<file path="src/rtl/request_encoder_if.sv">
// request_encoder_if: request lines, enable, and the valid/ready index
// handshake of the 4-to-2 request encoder. The encoder uses the slave
// modport; the requester/consumer side uses the master modport.
interface request_encoder_if;
    logic in0;
    logic in1;
    logic in2;
    logic in3;
    logic enable;
    logic ready;
    logic addr0;
    logic addr1;
    logic valid;

    modport master (
        output in0, in1, in2, in3, enable, ready,
        input  addr0, addr1, valid
    );

    modport slave (
        input  in0, in1, in2, in3, enable, ready,
        output addr0, addr1, valid
    );
endinterface

</file>
<file path="src/rtl/request_encoder.sv">
// request_encoder: registered 4-to-2 request encoder with a valid/ready
// output handshake. Request lines accumulate into a pending set; one index
// is selected and held on addr1:addr0 until the consumer accepts it.
//
// Build option: define REQUEST_ENCODER_ROUND_ROBIN_EN for round-robin
// selection (the scan starts just after the last accepted index). Without
// it the scan pointer stays at 0: fixed priority, in0 highest, in3 lowest.
module request_encoder (
    input  logic                clk,
    input  logic                reset,
    request_encoder_if.slave    bus
);

    typedef enum logic [0:0] {
        IDLE    = 1'b0,
        PRESENT = 1'b1
    } state_t;

    state_t      state_r;
    state_t      state_next_s;
    logic [3:0]  pending_r;
    logic [3:0]  req_s;
    logic [3:0]  clr_s;
    logic [3:0]  pend_next_s;
    logic [1:0]  ptr_r;
    logic [1:0]  ptr_next_s;
    logic [1:0]  addr_r;
    logic [1:0]  addr_next_s;
    logic        valid_r;
    logic        valid_next_s;
    logic        hs_s;
    logic        sel_open_s;

    // One-hot mask of a 2-bit index.
    function automatic logic [3:0] onehot(input logic [1:0] idx);
        logic [3:0] mask;
        case (idx)
            2'd0:    mask = 4'b0001;
            2'd1:    mask = 4'b0010;
            2'd2:    mask = 4'b0100;
            2'd3:    mask = 4'b1000;
            default: mask = 4'b0000;
        endcase
        return mask;
    endfunction

    // First set bit of p scanning s, s+1, s+2, s+3 (mod 4). Scanning from
    // the far end backwards lets the nearest hit overwrite the others.
    function automatic logic [1:0] select(input logic [3:0] p, input logic [1:0] s);
        logic [1:0] idx;
        logic [1:0] sel;
        sel = s;
        for (int k = 3; k >= 0; k--) begin
            idx = s + 2'(k);
            if (p[idx]) begin
                sel = idx;
            end else begin
                sel = sel;
            end
        end
        return sel;
    endfunction

    // Gate incoming requests, detect the handshake and build the next pending set.
    always_comb begin
        req_s       = bus.enable ? {bus.in3, bus.in2, bus.in1, bus.in0} : 4'b0000;
        hs_s        = valid_r & bus.ready;
        clr_s       = hs_s ? onehot(addr_r) : 4'b0000;
        pend_next_s = (pending_r & ~clr_s) | req_s;
    end

    // Scan pointer: advances past the accepted index, or stays at 0 for fixed priority.
    always_comb begin
`ifdef REQUEST_ENCODER_ROUND_ROBIN_EN
        if (hs_s) begin
            ptr_next_s = addr_r + 2'd1;
        end else begin
            ptr_next_s = ptr_r;
        end
`else
        ptr_next_s = ptr_r;
`endif
    end

    // FSM next state: select only when idle or on accept; otherwise hold the presented index.
    always_comb begin
        state_next_s = state_r;
        addr_next_s  = addr_r;
        valid_next_s = valid_r;
        sel_open_s   = 1'b0;
        case (state_r)
            IDLE:    sel_open_s = 1'b1;
            PRESENT: sel_open_s = hs_s;
            default: sel_open_s = 1'b1;
        endcase
        if (sel_open_s) begin
            if (pend_next_s != 4'b0000) begin
                state_next_s = PRESENT;
                addr_next_s  = select(pend_next_s, ptr_next_s);
                valid_next_s = 1'b1;
            end else begin
                state_next_s = IDLE;
                addr_next_s  = addr_r;
                valid_next_s = 1'b0;
            end
        end else begin
            state_next_s = state_r;
            addr_next_s  = addr_r;
            valid_next_s = valid_r;
        end
    end

    // State registers; a synchronous reset drops any presented index unaccepted.
    always_ff @(posedge clk) begin
        if (reset) begin
            state_r   <= IDLE;
            pending_r <= 4'b0000;
            ptr_r     <= 2'd0;
            addr_r    <= 2'd0;
            valid_r   <= 1'b0;
        end else begin
            state_r   <= state_next_s;
            pending_r <= pend_next_s;
            ptr_r     <= ptr_next_s;
            addr_r    <= addr_next_s;
            valid_r   <= valid_next_s;
        end
    end

    assign bus.addr0 = addr_r[0];
    assign bus.addr1 = addr_r[1];
    assign bus.valid = valid_r;

endmodule

</file>
<file path="src/flat_wrapper.sv">
// flat-port wrapper written by rule: the top's interface ports become plain ports
module request_encoder_flat 
  (clk, reset, bus_in0, bus_in1, bus_in2, bus_in3, bus_enable, bus_ready, bus_addr0, bus_addr1, bus_valid);
  request_encoder_if bus_i ();
  input  logic clk;
  input  logic reset;
  input wire logic [$bits(bus_i.in0)-1:0] bus_in0;
  input wire logic [$bits(bus_i.in1)-1:0] bus_in1;
  input wire logic [$bits(bus_i.in2)-1:0] bus_in2;
  input wire logic [$bits(bus_i.in3)-1:0] bus_in3;
  input wire logic [$bits(bus_i.enable)-1:0] bus_enable;
  input wire logic [$bits(bus_i.ready)-1:0] bus_ready;
  output wire logic [$bits(bus_i.addr0)-1:0] bus_addr0;
  output wire logic [$bits(bus_i.addr1)-1:0] bus_addr1;
  output wire logic [$bits(bus_i.valid)-1:0] bus_valid;
  assign bus_i.in0 = bus_in0;
  assign bus_i.in1 = bus_in1;
  assign bus_i.in2 = bus_in2;
  assign bus_i.in3 = bus_in3;
  assign bus_i.enable = bus_enable;
  assign bus_i.ready = bus_ready;
  assign bus_addr0 = bus_i.addr0;
  assign bus_addr1 = bus_i.addr1;
  assign bus_valid = bus_i.valid;
  request_encoder u_core (.clk(clk), .reset(reset), .bus(bus_i));
endmodule
</file>
<file path="config.mk">
export PLATFORM = sky130hd
export DESIGN_NAME = request_encoder_flat
export DESIGN_NICKNAME = d
export VERILOG_FILES = /design/src/rtl/request_encoder_if.sv /design/src/rtl/request_encoder.sv /design/src/flat_wrapper.sv
export SDC_FILE = /design/constraint.sdc
export NUM_CORES = 1
export LEC_CHECK = 0
export CORE_AREA = 4 4 41 43
export DETAILED_ROUTE_END_ITERATION = 6
export DIE_AREA = 0 0 45 47
export SETUP_SLACK_MARGIN = 0.1
export SYNTH_ARGS = -nofsm -noshare
export SYNTH_HDL_FRONTEND = slang
export SYNTH_SLANG_ARGS = --single-unit
</file>
<file path="constraint.sdc">
create_clock -name clk -period 3.3 [get_ports clk]
set_input_delay 0.825 -clock clk [delete_from_list [all_inputs] [get_ports clk]]
set_output_delay 0.825 -clock clk [all_outputs]
set_load 0.02 [all_outputs]
</file>
==> tab_implementation.tex, run 1 <==
\begin{tabular}{lr}
\hline
Metric & Value \\
\hline
\multicolumn{2}{l}{\textbf{Outcome}} \\
\quad Result of the run & finished, final reports clean \\
\multicolumn{2}{l}{\textbf{Power}} \\
\quad Power density cells & 470 nW/µm² \\
\quad Largest voltage drop on the vdd net & 187 µV \\
\quad Power consumption & 0.000243 W \\
\quad Static leakage power & 0.187 nW \\
\multicolumn{2}{l}{\textbf{Route}} \\
\quad Uppermost signal routing layer after detailed routing & met4 \\
\quad Via density per instance & 5.40 \\
\quad Met2 WL post-DR & 378 µm \\
\quad Routed length on met3 & 72 µm \\
\quad Remaining routing DRC violations & 0 \\
\quad Detailed router's first-iteration violation count & 8 \\
\quad Total routed wirelength & 902 µm \\
\quad Length of the first detailed-routing pass in iterations & 4 \\
\quad Routed length per placed instance & 13.9 µm \\
\quad ANT nets after route & 0 \\
\quad Routed metal-1 wire length & 425 µm \\
\quad Vias post-DR & 351 \\
\multicolumn{2}{l}{\textbf{Critical path}} \\
\quad WP buf/inv & 1 \\
\quad Sort of element at the end of the critical path & output pin \\
\quad Worst-path fanout max & 7 \\
\quad Path type of the worst setup path & reg -> out \\
\quad WP data arrival & 1.38 ns \\
\quad Worst-case reg-to-reg path depth & 4 \\
\quad Cells traversed along the worst timing path & clkdlybuf4s50\_1 \\
\quad Cell family with most CP delay & buffers and inverters \\
\quad CP required & 2.47 ns \\
\quad Max stage delay cell, worst path & clkdlybuf4s50\_1 \\
\quad Max incr delay on CP & 0.66 ns \\
\quad Reg2Reg Setup Slack & 1.75 ns \\
\quad Startpoint kind of the worst setup timing path & flip-flop \\
\quad Number of cells on the critical path & 1 \\
\multicolumn{2}{l}{\textbf{Timing}} \\
\quad Hold Fails Final Rpt & 0 \\
\quad Maximum operating frequency & 0.454 GHz \\
\quad Max-slew violation total from the final report & 0 \\
\quad RSZ-0062 raised after global routing & no \\
\quad Final critical-path required period & 2.20 ns \\
\quad Worst rel slew slack & 0.797 \\
\quad Measured slew at the worst slew-check pin & 0.301 ns \\
\quad Period utilization & 0.668 \\
\quad Setup total negative slack & 0 ns \\
\quad Maximum clock skew at final layout & 0.00105 ns \\
\quad Total setup violations reported at the end of the flow & 0 \\
\multicolumn{2}{l}{\textbf{Synthesis}} \\
\quad Fraction of the mapped netlist area in simple logic gates & 0.168 \\
\quad Synth Area in Compound Gates & 0.394 \\
\quad Synth top area share & 0.377 \\
\quad Cell count after synthesis & 36 \\
\quad Mean post-synth cell area & 10.3 µm² \\
\quad Flip-flop cell with the highest count after synthesis & dfxtp\_1 \\
\quad XOR/XNOR share of the synthesized area & 0 \\
\quad Yosys warnings & 0 \\
\quad Main combinational cell family by area after synthesis & compound AO/OA/AOI/OAI gates \\
\quad Synth area leaders & dfxtp\_1 (38\%), o41ai\_4 (7.4\%), a22oi\_1 (6.1\%) \\
\quad Post-synthesis instance area & 372 µm² \\
\quad Share of synthesized cell area in full adder, half adder and majority cells & 0 \\
\quad Fraction of registers with async set or reset after synthesis & 0 \\
\quad Most frequently used cell type in the post-synthesis netlist & dfxtp\_1 \\
\quad Post-synthesis mux area share & 0.0404 \\
\quad Leading cell types by count after synthesis & dfxtp\_1 (7), nor2\_1 (4), a22oi\_1 (3) \\
\quad Number of enable flip-flop cells after synthesis & 0 \\
\quad Net Count, Synth & 44 \\
\quad Library cell occupying the most area in the post-synthesis netlist & dfxtp\_1 \\
\quad Number of synthesized register bits & 7 \\
\quad Distinct cell type count after synthesis & 21 \\
\quad Sequential share of the synthesized area & 0.377 \\
\multicolumn{2}{l}{\textbf{Global route}} \\
\quad Antenna violations before repair & 0 \\
\quad Final global-route overflow total & 0 \\
\quad Largest net degree at the start of global routing & 8 \\
\quad Global-route wire length before repair & 1.51 mm \\
\quad Aggregate global-route resource usage & 0.104 \\
\quad Vias in the first global route & 365 \\
\multicolumn{2}{l}{\textbf{Floorplan}} \\
\quad DIE WIDTH & 45 µm \\
\quad Number of top-level pins & 11 \\
\quad Die Span Y & 47 µm \\
\quad Count of standard-cell rows & 13 \\
\quad Initial cell density of the core & 0.286 \\
\quad Die footprint & 2120 µm² \\
\quad Core Region & 1300 µm² \\
\multicolumn{2}{l}{\textbf{Clock network}} \\
\quad Clk sink count & 7 \\
\quad TritonCTS Buffers & 3 \\
\quad Hold buffer count at cts & 0 \\
\quad Clock latency reported for the late side of the worst-skew pair & 0.25 ns \\
\quad Number of buffers on the longest clock path & 2 \\
\quad Clock tree from TritonCTS & done \\
\quad Post\_cts resized & 0 \\
\quad Clock H-tree levels & 1 \\
\quad Buffers inserted during post-CTS setup optimization & 0 \\
\quad CTS clock-pin slew for the worst setup and hold paths & 0.05 ns \\
\quad Cell at the root of the clock tree & clkbuf\_4 \\
\multicolumn{2}{l}{\textbf{Worst hold path}} \\
\quad Worst hold path type & reg -> reg \\
\quad Hold path depth & 2 \\
\multicolumn{2}{l}{\textbf{Finish}} \\
\quad Share of layout cells above drive strength 1 & 0.160 \\
\quad Post-synthesis to final-layout area growth & 39.1\% \\
\quad Number of antenna diodes & 0 \\
\quad Number of nets in the finished design & 59 \\
\multicolumn{2}{l}{\textbf{Place}} \\
\quad Final weighted congestion in routability-driven placement & 0.715 \\
\quad Port bufs & 10 \\
\multicolumn{2}{l}{\textbf{Run}} \\
\quad Number of max-cap violations & 0 \\
\hline
\end{tabular}
-- stage by stage --
stage	util	area, µm²	setup slack [ns]	instances	hold WS, ns
floorplan	-	372	1.59	36	0.484
global placement	0.377	490	0.959	61	0.515
detailed placement	0.377	490	0.924	61	0.531
CTS	0.397	517	1.10	65	0.545
global route	0.397	517	1.04	65	0.587
finish	0.397	517	1.10	65	0.545
-- sequential cells by signal (all words and copies together) (netlist names) --
| name | count |
|---|---|
| u_core.state_r | 1 |
| u_core.pending_r | 4 |
| u_core.addr_r | 2 |
-- per-layer routing --
metal  global-route usage  vias to the layer above
met5                    0                        -
met4               0.0936                        0
met3               0.0230                        3
met2                0.150                       14
met1                0.129                      161
li1                     -                      173
-- report_power, final --
part | leakage [nW] | switching [W] | internal (W)
clock | 0.0150 | 0.0000320 | 0.0000462
combinational | 0.114 | 0.0000292 | 0.0000342
sequential | 0.0581 | 0.00000903 | 0.0000922
total | 0.187 | 0.0000703 | 0.000173
-- area by class of cell --
cell class                 instances  area (µm²)
tap                               15        18.8
fill                             146         785
clock buffer                       4        26.3
inverter                           2        7.51
multi-input combinational         27         224
timing repair buffer              10         100
sequential                         7         140
-- kinds of logic (layout without fill, tap and decap cells) --
family	after synthesis	count (layout)
buffers and inverters	2	16
and+or+nand+nor	11	11
DFF	7	7
muxes	1	1
AOI/OAI and AO/OA	15	15
-- final timing paths --
| check | to | startpoint |
|---|---|---|
| max | bus_addr0 | u_core.addr_r[0]$_SDFFE_PP0P_ |
| min reg2reg | u_core.pending_r[1]$_SDFF_PP0_ | u_core.pending_r[1]$_SDFF_PP0_ |
| max reg2reg | u_core.addr_r[0]$_SDFFE_PP0P_ | u_core.addr_r[0]$_SDFFE_PP0P_ |
| min | u_core.pending_r[1]$_SDFF_PP0_ | u_core.pending_r[1]$_SDFF_PP0_ |
-- cells in the final DEF (no fill, tap or decap), types with 2 or more instances in the layout --
| master | instances |
|---|---|
| clkdlybuf4s50_1 | 10 |
| dfxtp_1 | 7 |
| nor2_1 | 4 |
| a22oi_1 | 3 |
| clkbuf_4 | 3 |
| o21ai_1 | 2 |
| inv_1 | 2 |
| a22o_1 | 2 |
| a21oi_1 | 2 |
No activity file was read; power rests on OpenSTA's default activity.
==> inputs of run 2 (changes only) <==
Clock period 3.3 ns to 2.02 ns, I/O delays scaled along.
==> run 2 against run 1 <==
Flip-flop and latch count unchanged. Global-route usage down 0.57 points. Count of clock-buffer cells in the layout unchanged. Clock power up 60%. Sequential share of layout area down 0.13 points. Clock skew up 0.0025 ns. Combinational power up 60%. Worst hold slack worse by 0.014 ns. Register-to-register slack worse by 1.2 ns.
==> tab_implementation.tex, run 2 (same netlist as run 1, synthesis figures left out) <==
\begin{tabular}{lr}
\hline
Metric & Value \\
\hline
\multicolumn{2}{l}{\textbf{Global route}} \\
\quad Global-route wire length before repair & 1.46 mm \\
\quad Antenna violations before repair & 0 \\
\quad Vias in the first global route & 341 \\
\quad Final global-route overflow total & 0 \\
\quad Largest net degree at the start of global routing & 8 \\
\quad Aggregate global-route resource usage & 0.0982 \\
\multicolumn{2}{l}{\textbf{Critical path}} \\
\quad Max stage delay cell, worst path & clkdlybuf4s50\_1 \\
\quad Reg2reg end & u\_core.addr\_r[0]\$\_SDFFE\_PP0P\_ \\
\quad WP data arrival & 1.31 ns \\
\quad Worst setup path endpoint & bus\_valid \\
\quad Path type of the worst setup path & reg -> out \\
\quad CP required & 1.51 ns \\
\quad Cell family with most CP delay & buffers and inverters \\
\quad CP Launch Point & u\_core.state\_r\$\_SDFFE\_PP0N\_ \\
\quad Cells traversed along the worst timing path & clkdlybuf4s50\_1 \\
\quad Worst-path fanout max & 6 \\
\quad Number of cells on the critical path & 1 \\
\quad Startpoint kind of the worst setup timing path & flip-flop \\
\quad Worst-case reg-to-reg path depth & 4 \\
\quad Sort of element at the end of the critical path & output pin \\
\quad WP buf/inv & 1 \\
\quad Max incr delay on CP & 0.65 ns \\
\quad Reg2Reg Setup Slack & 0.53 ns \\
\quad Worst reg2reg path startpoint & u\_core.addr\_r[0]\$\_SDFFE\_PP0P\_ \\
\multicolumn{2}{l}{\textbf{Run}} \\
\quad Number of max-cap violations & 0 \\
\multicolumn{2}{l}{\textbf{Worst hold path}} \\
\quad Worst hold path type & reg -> reg \\
\quad Hold path depth & 2 \\
\multicolumn{2}{l}{\textbf{Floorplan}} \\
\quad DIE WIDTH & 45 µm \\
\quad Die footprint & 2120 µm² \\
\quad Initial cell density of the core & 0.286 \\
\quad Die Span Y & 47 µm \\
\quad Count of standard-cell rows & 13 \\
\quad Number of top-level pins & 11 \\
\quad Core Region & 1300 µm² \\
\multicolumn{2}{l}{\textbf{Route}} \\
\quad Total routed wirelength & 838 µm \\
\quad Routed length per placed instance & 12.9 µm \\
\quad Via density per instance & 5.23 \\
\quad Length of the first detailed-routing pass in iterations & 2 \\
\quad ANT nets after route & 0 \\
\quad Vias post-DR & 340 \\
\quad Remaining routing DRC violations & 0 \\
\quad Detailed router's first-iteration violation count & 3 \\
\multicolumn{2}{l}{\textbf{Clock network}} \\
\quad CTS clock-pin slew for the worst setup and hold paths & 0.05 ns \\
\quad Clock latency reported for the late side of the worst-skew pair & 0.25 ns \\
\quad TritonCTS Buffers & 3 \\
\quad Clock H-tree levels & 1 \\
\quad Number of buffers on the longest clock path & 2 \\
\quad Hold buffer count at cts & 0 \\
\quad Buffers inserted during post-CTS setup optimization & 0 \\
\quad Post\_cts resized & 0 \\
\quad Cell at the root of the clock tree & clkbuf\_4 \\
\quad Clock tree from TritonCTS & done \\
\quad Clk sink count & 7 \\
\multicolumn{2}{l}{\textbf{Timing}} \\
\quad Measured slew at the worst slew-check pin & 0.302 ns \\
\quad Maximum clock skew at final layout & 0.00351 ns \\
\quad Total setup violations reported at the end of the flow & 0 \\
\quad Max-slew violation total from the final report & 0 \\
\quad Maximum operating frequency & 0.550 GHz \\
\quad Setup total negative slack & 0 ns \\
\quad Period utilization & 0.901 \\
\quad Hold Fails Final Rpt & 0 \\
\quad Final critical-path required period & 1.82 ns \\
\quad Hold Slack & 0.531 ns \\
\quad Worst rel slew slack & 0.799 \\
\quad RSZ-0062 raised after global routing & no \\
\multicolumn{2}{l}{\textbf{Finish}} \\
\quad Flip-flop count of the largest register, all copies and words added & 4 \\
\quad Share of layout cells above drive strength 1 & 0.160 \\
\quad Most frequent standard cell in the layout excluding fill and tap cells & clkdlybuf4s50\_1 \\
\quad Post-synthesis to final-layout area growth & 39.7\% \\
\quad Cell Count, Final, Fillers Out & 65 \\
\quad Top Registers & u\_core.pending\_r (4), u\_core.addr\_r (2), u\_core.state\_r (1) \\
\quad Layout Cell Area excl Fill & 519 µm² \\
\quad Number of nets in the finished design & 59 \\
\quad Number of antenna diodes & 0 \\
\quad Largest register by flop count & u\_core.pending\_r \\
\quad Most frequent cells in the layout & clkdlybuf4s50\_1 (9), dfxtp\_1 (7), nor2\_1 (4) \\
\multicolumn{2}{l}{\textbf{Place}} \\
\quad Port bufs & 10 \\
\quad Final weighted congestion in routability-driven placement & 0.802 \\
\quad Placed instance area & 490 µm² \\
\quad Estimated wirelength of the detail-placed design & 653 µm \\
\quad Post-Place Cells & 61 \\
\multicolumn{2}{l}{\textbf{Power}} \\
\quad Power density cells & 754 nW/µm² \\
\quad Power consumption & 0.000392 W \\
\quad Largest voltage drop on the vdd net & 351 µV \\
\quad Static leakage power & 0.202 nW \\
\multicolumn{2}{l}{\textbf{Outcome}} \\
\quad Result of the run & finished, final reports clean \\
\hline
\end{tabular}
==> run 2: cell count changes in the layout (fill, tap and decap cells not counted) <==
cell / change
clkdlybuf4s50_1: -1
dlymetal6s2s_1: +1
==> run 2: area by class of cell <==
type	instances	area (µm²)
tap	15	18.8
clock buffer	4	26.3
sequential	7	140
timing repair buffer	10	103
inverter	2	7.51
multi-input combinational	27	224
fill	145	782
==> run 2: metrics by stage <==
stage | setup slack [ns] | util
after floorplan | 0.496 | -
after global placement | 0.0113 | 0.377
after detailed placement | -0.00124 | 0.377
after CTS | 0.138 | 0.397
after global routing | 0.144 | 0.399
final | 0.200 | 0.399
==> run 2: metal layers <==
| layer | wire [µm] | up-vias | GRT usage |
|---|---|---|---|
| li1 | - | 173 | - |
| met1 | 406 | 158 | 0.121 |
| met2 | 371 | 9 | 0.144 |
| met3 | 60 | 0 | 0.0307 |
| met4 | 0 | 0 | 0.0702 |
| met5 | 0 | - | 0 |
==> run 2: worst min-delay path by stage <==
stage / startpoint / end
2_1_floorplan: u_core.pending_r[1]$_SDFF_PP0_ / u_core.pending_r[1]$_SDFF_PP0_
3_3_place_gp: u_core.pending_r[1]$_SDFF_PP0_ / u_core.pending_r[1]$_SDFF_PP0_
3_5_place_dp: u_core.pending_r[1]$_SDFF_PP0_ / u_core.pending_r[1]$_SDFF_PP0_
4_1_cts: u_core.addr_r[1]$_SDFFE_PP0P_ / u_core.addr_r[1]$_SDFFE_PP0P_
5_1_grt: u_core.pending_r[1]$_SDFF_PP0_ / u_core.pending_r[1]$_SDFF_PP0_
6_report: u_core.addr_r[1]$_SDFFE_PP0P_ / u_core.addr_r[1]$_SDFFE_PP0P_
==> run 2: where the power goes <==
group          switching, W  internal, W  leakage [nW]
Combinational     0.0000459    0.0000553         0.128
Clock             0.0000498    0.0000753        0.0150
Sequential        0.0000148     0.000151        0.0581
Total              0.000111     0.000281         0.202
==> run 2: worst reg2reg max path: cells and delay by family, from the launching register on <==
family             cells  cell delay, ns
AOI/OAI and AO/OA      3            0.60
DFF                    1            0.45
muxes                  1            0.33
==> inputs of run 3 (changes only) <==
--- a/config.mk
+++ b/config.mk
@@ -6,4 +6,5 @@
 export NUM_CORES = 1
 export LEC_CHECK = 0
+export CAP_MARGIN = 10
 export CORE_AREA = 4 4 41 43
 export DETAILED_ROUTE_END_ITERATION = 6
==> constraint.sdc (replaced) <==
create_clock -name clk -period 2.02 [get_ports clk]
set_input_delay 0.404 -clock clk [delete_from_list [all_inputs] [get_ports clk]]
set_output_delay 0.404 -clock clk [all_outputs]
set_load 0.02 [all_outputs]
==> run 3 against run 2 <==
Global-route usage shrank 0.95 points. Via count up 3.2%. Total power grew 0.27%. Worst hold slack improved by 0.0091 ns. Combinational power barely moved. Routed wire length decreased by 0.72%. Final area down 0.48%. Register-to-register slack lost 0.02 ns. Fmax up 2.5%.
==> tab_implementation.tex, run 3 (same netlist as run 1, synthesis figures left out) <==
\begin{tabular}{lr}
\hline
Metric & Value \\
\hline
\multicolumn{2}{l}{\textbf{Outcome}} \\
\quad Result of the run & finished, final reports clean \\
\multicolumn{2}{l}{\textbf{Critical path}} \\
\quad CP required & 1.62 ns \\
\quad Max stage delay cell, worst path & clkdlybuf4s50\_1 \\
\quad Sort of element at the end of the critical path & output pin \\
\quad Cell family with most CP delay & buffers and inverters \\
\quad Worst-path fanout max & 7 \\
\quad Max incr delay on CP & 0.66 ns \\
\quad Cells traversed along the worst timing path & clkdlybuf4s50\_1 \\
\quad Path type of the worst setup path & reg -> out \\
\quad WP data arrival & 1.37 ns \\
\quad Startpoint kind of the worst setup timing path & flip-flop \\
\quad WP buf/inv & 1 \\
\multicolumn{2}{l}{\textbf{Clock network}} \\
\quad Number of buffers on the longest clock path & 2 \\
\quad TritonCTS Buffers & 3 \\
\quad Clock tree from TritonCTS & done \\
\quad Clock H-tree levels & 1 \\
\quad Hold buffer count at cts & 0 \\
\quad Clock latency reported for the late side of the worst-skew pair & 0.24 ns \\
\quad Clk sink count & 7 \\
\quad Buffers inserted during post-CTS setup optimization & 0 \\
\quad CTS clock-pin slew for the worst setup and hold paths & 0.05 ns \\
\quad Cell at the root of the clock tree & clkbuf\_4 \\
\quad Post\_cts resized & 0 \\
\multicolumn{2}{l}{\textbf{Power}} \\
\quad Power density cells & 760 nW/µm² \\
\quad Largest voltage drop on the vdd net & 319 µV \\
\quad Static leakage power & 0.187 nW \\
\multicolumn{2}{l}{\textbf{Run}} \\
\quad Number of max-cap violations & 0 \\
\multicolumn{2}{l}{\textbf{Global route}} \\
\quad Aggregate global-route resource usage & 0.0887 \\
\quad Largest net degree at the start of global routing & 8 \\
\quad Antenna violations before repair & 0 \\
\quad Global-route wire length before repair & 1.34 mm \\
\quad Final global-route overflow total & 0 \\
\quad Vias in the first global route & 331 \\
\multicolumn{2}{l}{\textbf{Timing}} \\
\quad Final critical-path required period & 1.77 ns \\
\quad Total setup violations reported at the end of the flow & 0 \\
\quad Period utilization & 0.878 \\
\quad Maximum clock skew at final layout & 0.00112 ns \\
\quad Setup total negative slack & 0 ns \\
\quad RSZ-0062 raised after global routing & no \\
\quad Max-slew violation total from the final report & 0 \\
\quad Measured slew at the worst slew-check pin & 0.268 ns \\
\quad Maximum operating frequency & 0.564 GHz \\
\quad Worst rel slew slack & 0.820 \\
\quad Hold Fails Final Rpt & 0 \\
\multicolumn{2}{l}{\textbf{Finish}} \\
\quad Largest register by flop count & u\_core.pending\_r \\
\quad Flip-flop count of the largest register, all copies and words added & 4 \\
\quad Most frequent cells in the layout & clkdlybuf4s50\_1 (10), dfxtp\_1 (7), nor2\_1 (4) \\
\quad Share of layout cells above drive strength 1 & 0.160 \\
\quad Number of antenna diodes & 0 \\
\quad Fill cell count & 143 \\
\quad Top Registers & u\_core.pending\_r (4), u\_core.addr\_r (2), u\_core.state\_r (1) \\
\quad Number of nets in the finished design & 59 \\
\quad FF/Latch Area & 140 µm² \\
\quad Post-synthesis to final-layout area growth & 39.1\% \\
\quad Most frequent standard cell in the layout excluding fill and tap cells & clkdlybuf4s50\_1 \\
\quad Footprint of the multi-input gates & 224 µm² \\
\quad Layout Cell Area excl Fill & 517 µm² \\
\multicolumn{2}{l}{\textbf{Worst hold path}} \\
\quad Worst hold path type & reg -> reg \\
\multicolumn{2}{l}{\textbf{Place}} \\
\quad Placed instance area & 490 µm² \\
\quad Final weighted congestion in routability-driven placement & 0.864 \\
\quad Estimated wirelength of the detail-placed design & 627 µm \\
\quad Port bufs & 10 \\
\multicolumn{2}{l}{\textbf{Floorplan}} \\
\quad Count of standard-cell rows & 13 \\
\quad Die footprint & 2120 µm² \\
\quad Core Region & 1300 µm² \\
\quad DIE WIDTH & 45 µm \\
\quad Die Span Y & 47 µm \\
\quad Initial cell density of the core & 0.286 \\
\quad Number of top-level pins & 11 \\
\multicolumn{2}{l}{\textbf{Route}} \\
\quad Total routed wirelength & 832 µm \\
\quad Detailed router's first-iteration violation count & 9 \\
\quad Vias post-DR & 351 \\
\quad Length of the first detailed-routing pass in iterations & 4 \\
\quad Remaining routing DRC violations & 0 \\
\quad ANT nets after route & 0 \\
\quad Via density per instance & 5.40 \\
\quad Routed length per placed instance & 12.8 µm \\
\hline
\end{tabular}
## run 3: worst paths after layout
path | start | to | slack [ns] | depth (start not counted)
worst min-delay path | u_core.pending_r[1]$_SDFF_PP0_ | u_core.pending_r[1]$_SDFF_PP0_ | 0.54 | 2
worst max register to register | u_core.addr_r[0]$_SDFFE_PP0P_ | u_core.addr_r[0]$_SDFFE_PP0P_ | 0.51 | 4
worst max-delay path | u_core.addr_r[0]$_SDFFE_PP0P_ | bus_addr0 | 0.25 | 1
worst min register to register | u_core.pending_r[1]$_SDFF_PP0_ | u_core.pending_r[1]$_SDFF_PP0_ | 0.54 | 2
## run 3: where the power goes
part	internal [W]	leakage (nW)	total, W	switching [W]
logic	0.0000558	0.114	0.000102	0.0000459
registers	0.000151	0.0581	0.000166	0.0000156
clock network	0.0000753	0.0150	0.000125	0.0000496
total	0.000282	0.187	0.000393	0.000111
## run 3: cell type report
| class | count | share of cell area |
|---|---|---|
| flip-flops and latches | 7 | 0.271 |
| well taps | 15 | 0.0363 |
| multi-input cells | 27 | 0.433 |
| inverters | 2 | 0.0145 |
| repair buffers | 10 | 0.194 |
| clock buffers | 4 | 0.0508 |
## run 3: per-layer routing
metal  share of wire  GRT usage
met1            0.48      0.112
met2            0.43      0.130
met3           0.095     0.0307
met4               0     0.0526
met5               0          0
## run 3: through the flow
stage | std cells | total power [W] | setup slack (ns) | hold slack, ns | utilization
3_3_place_gp | 61 | 0.000270 | 0.0991 | 0.505 | 0.377
4_1_cts | 65 | 0.000397 | 0.233 | 0.535 | 0.397
3_5_place_dp | 61 | 0.000269 | 0.104 | 0.522 | 0.377
6_report | 65 | 0.000393 | 0.246 | 0.540 | 0.397
5_1_grt | 65 | 0.000416 | 0.189 | 0.593 | 0.397
2_1_floorplan | 36 | 0.000229 | 0.496 | 0.470 | -
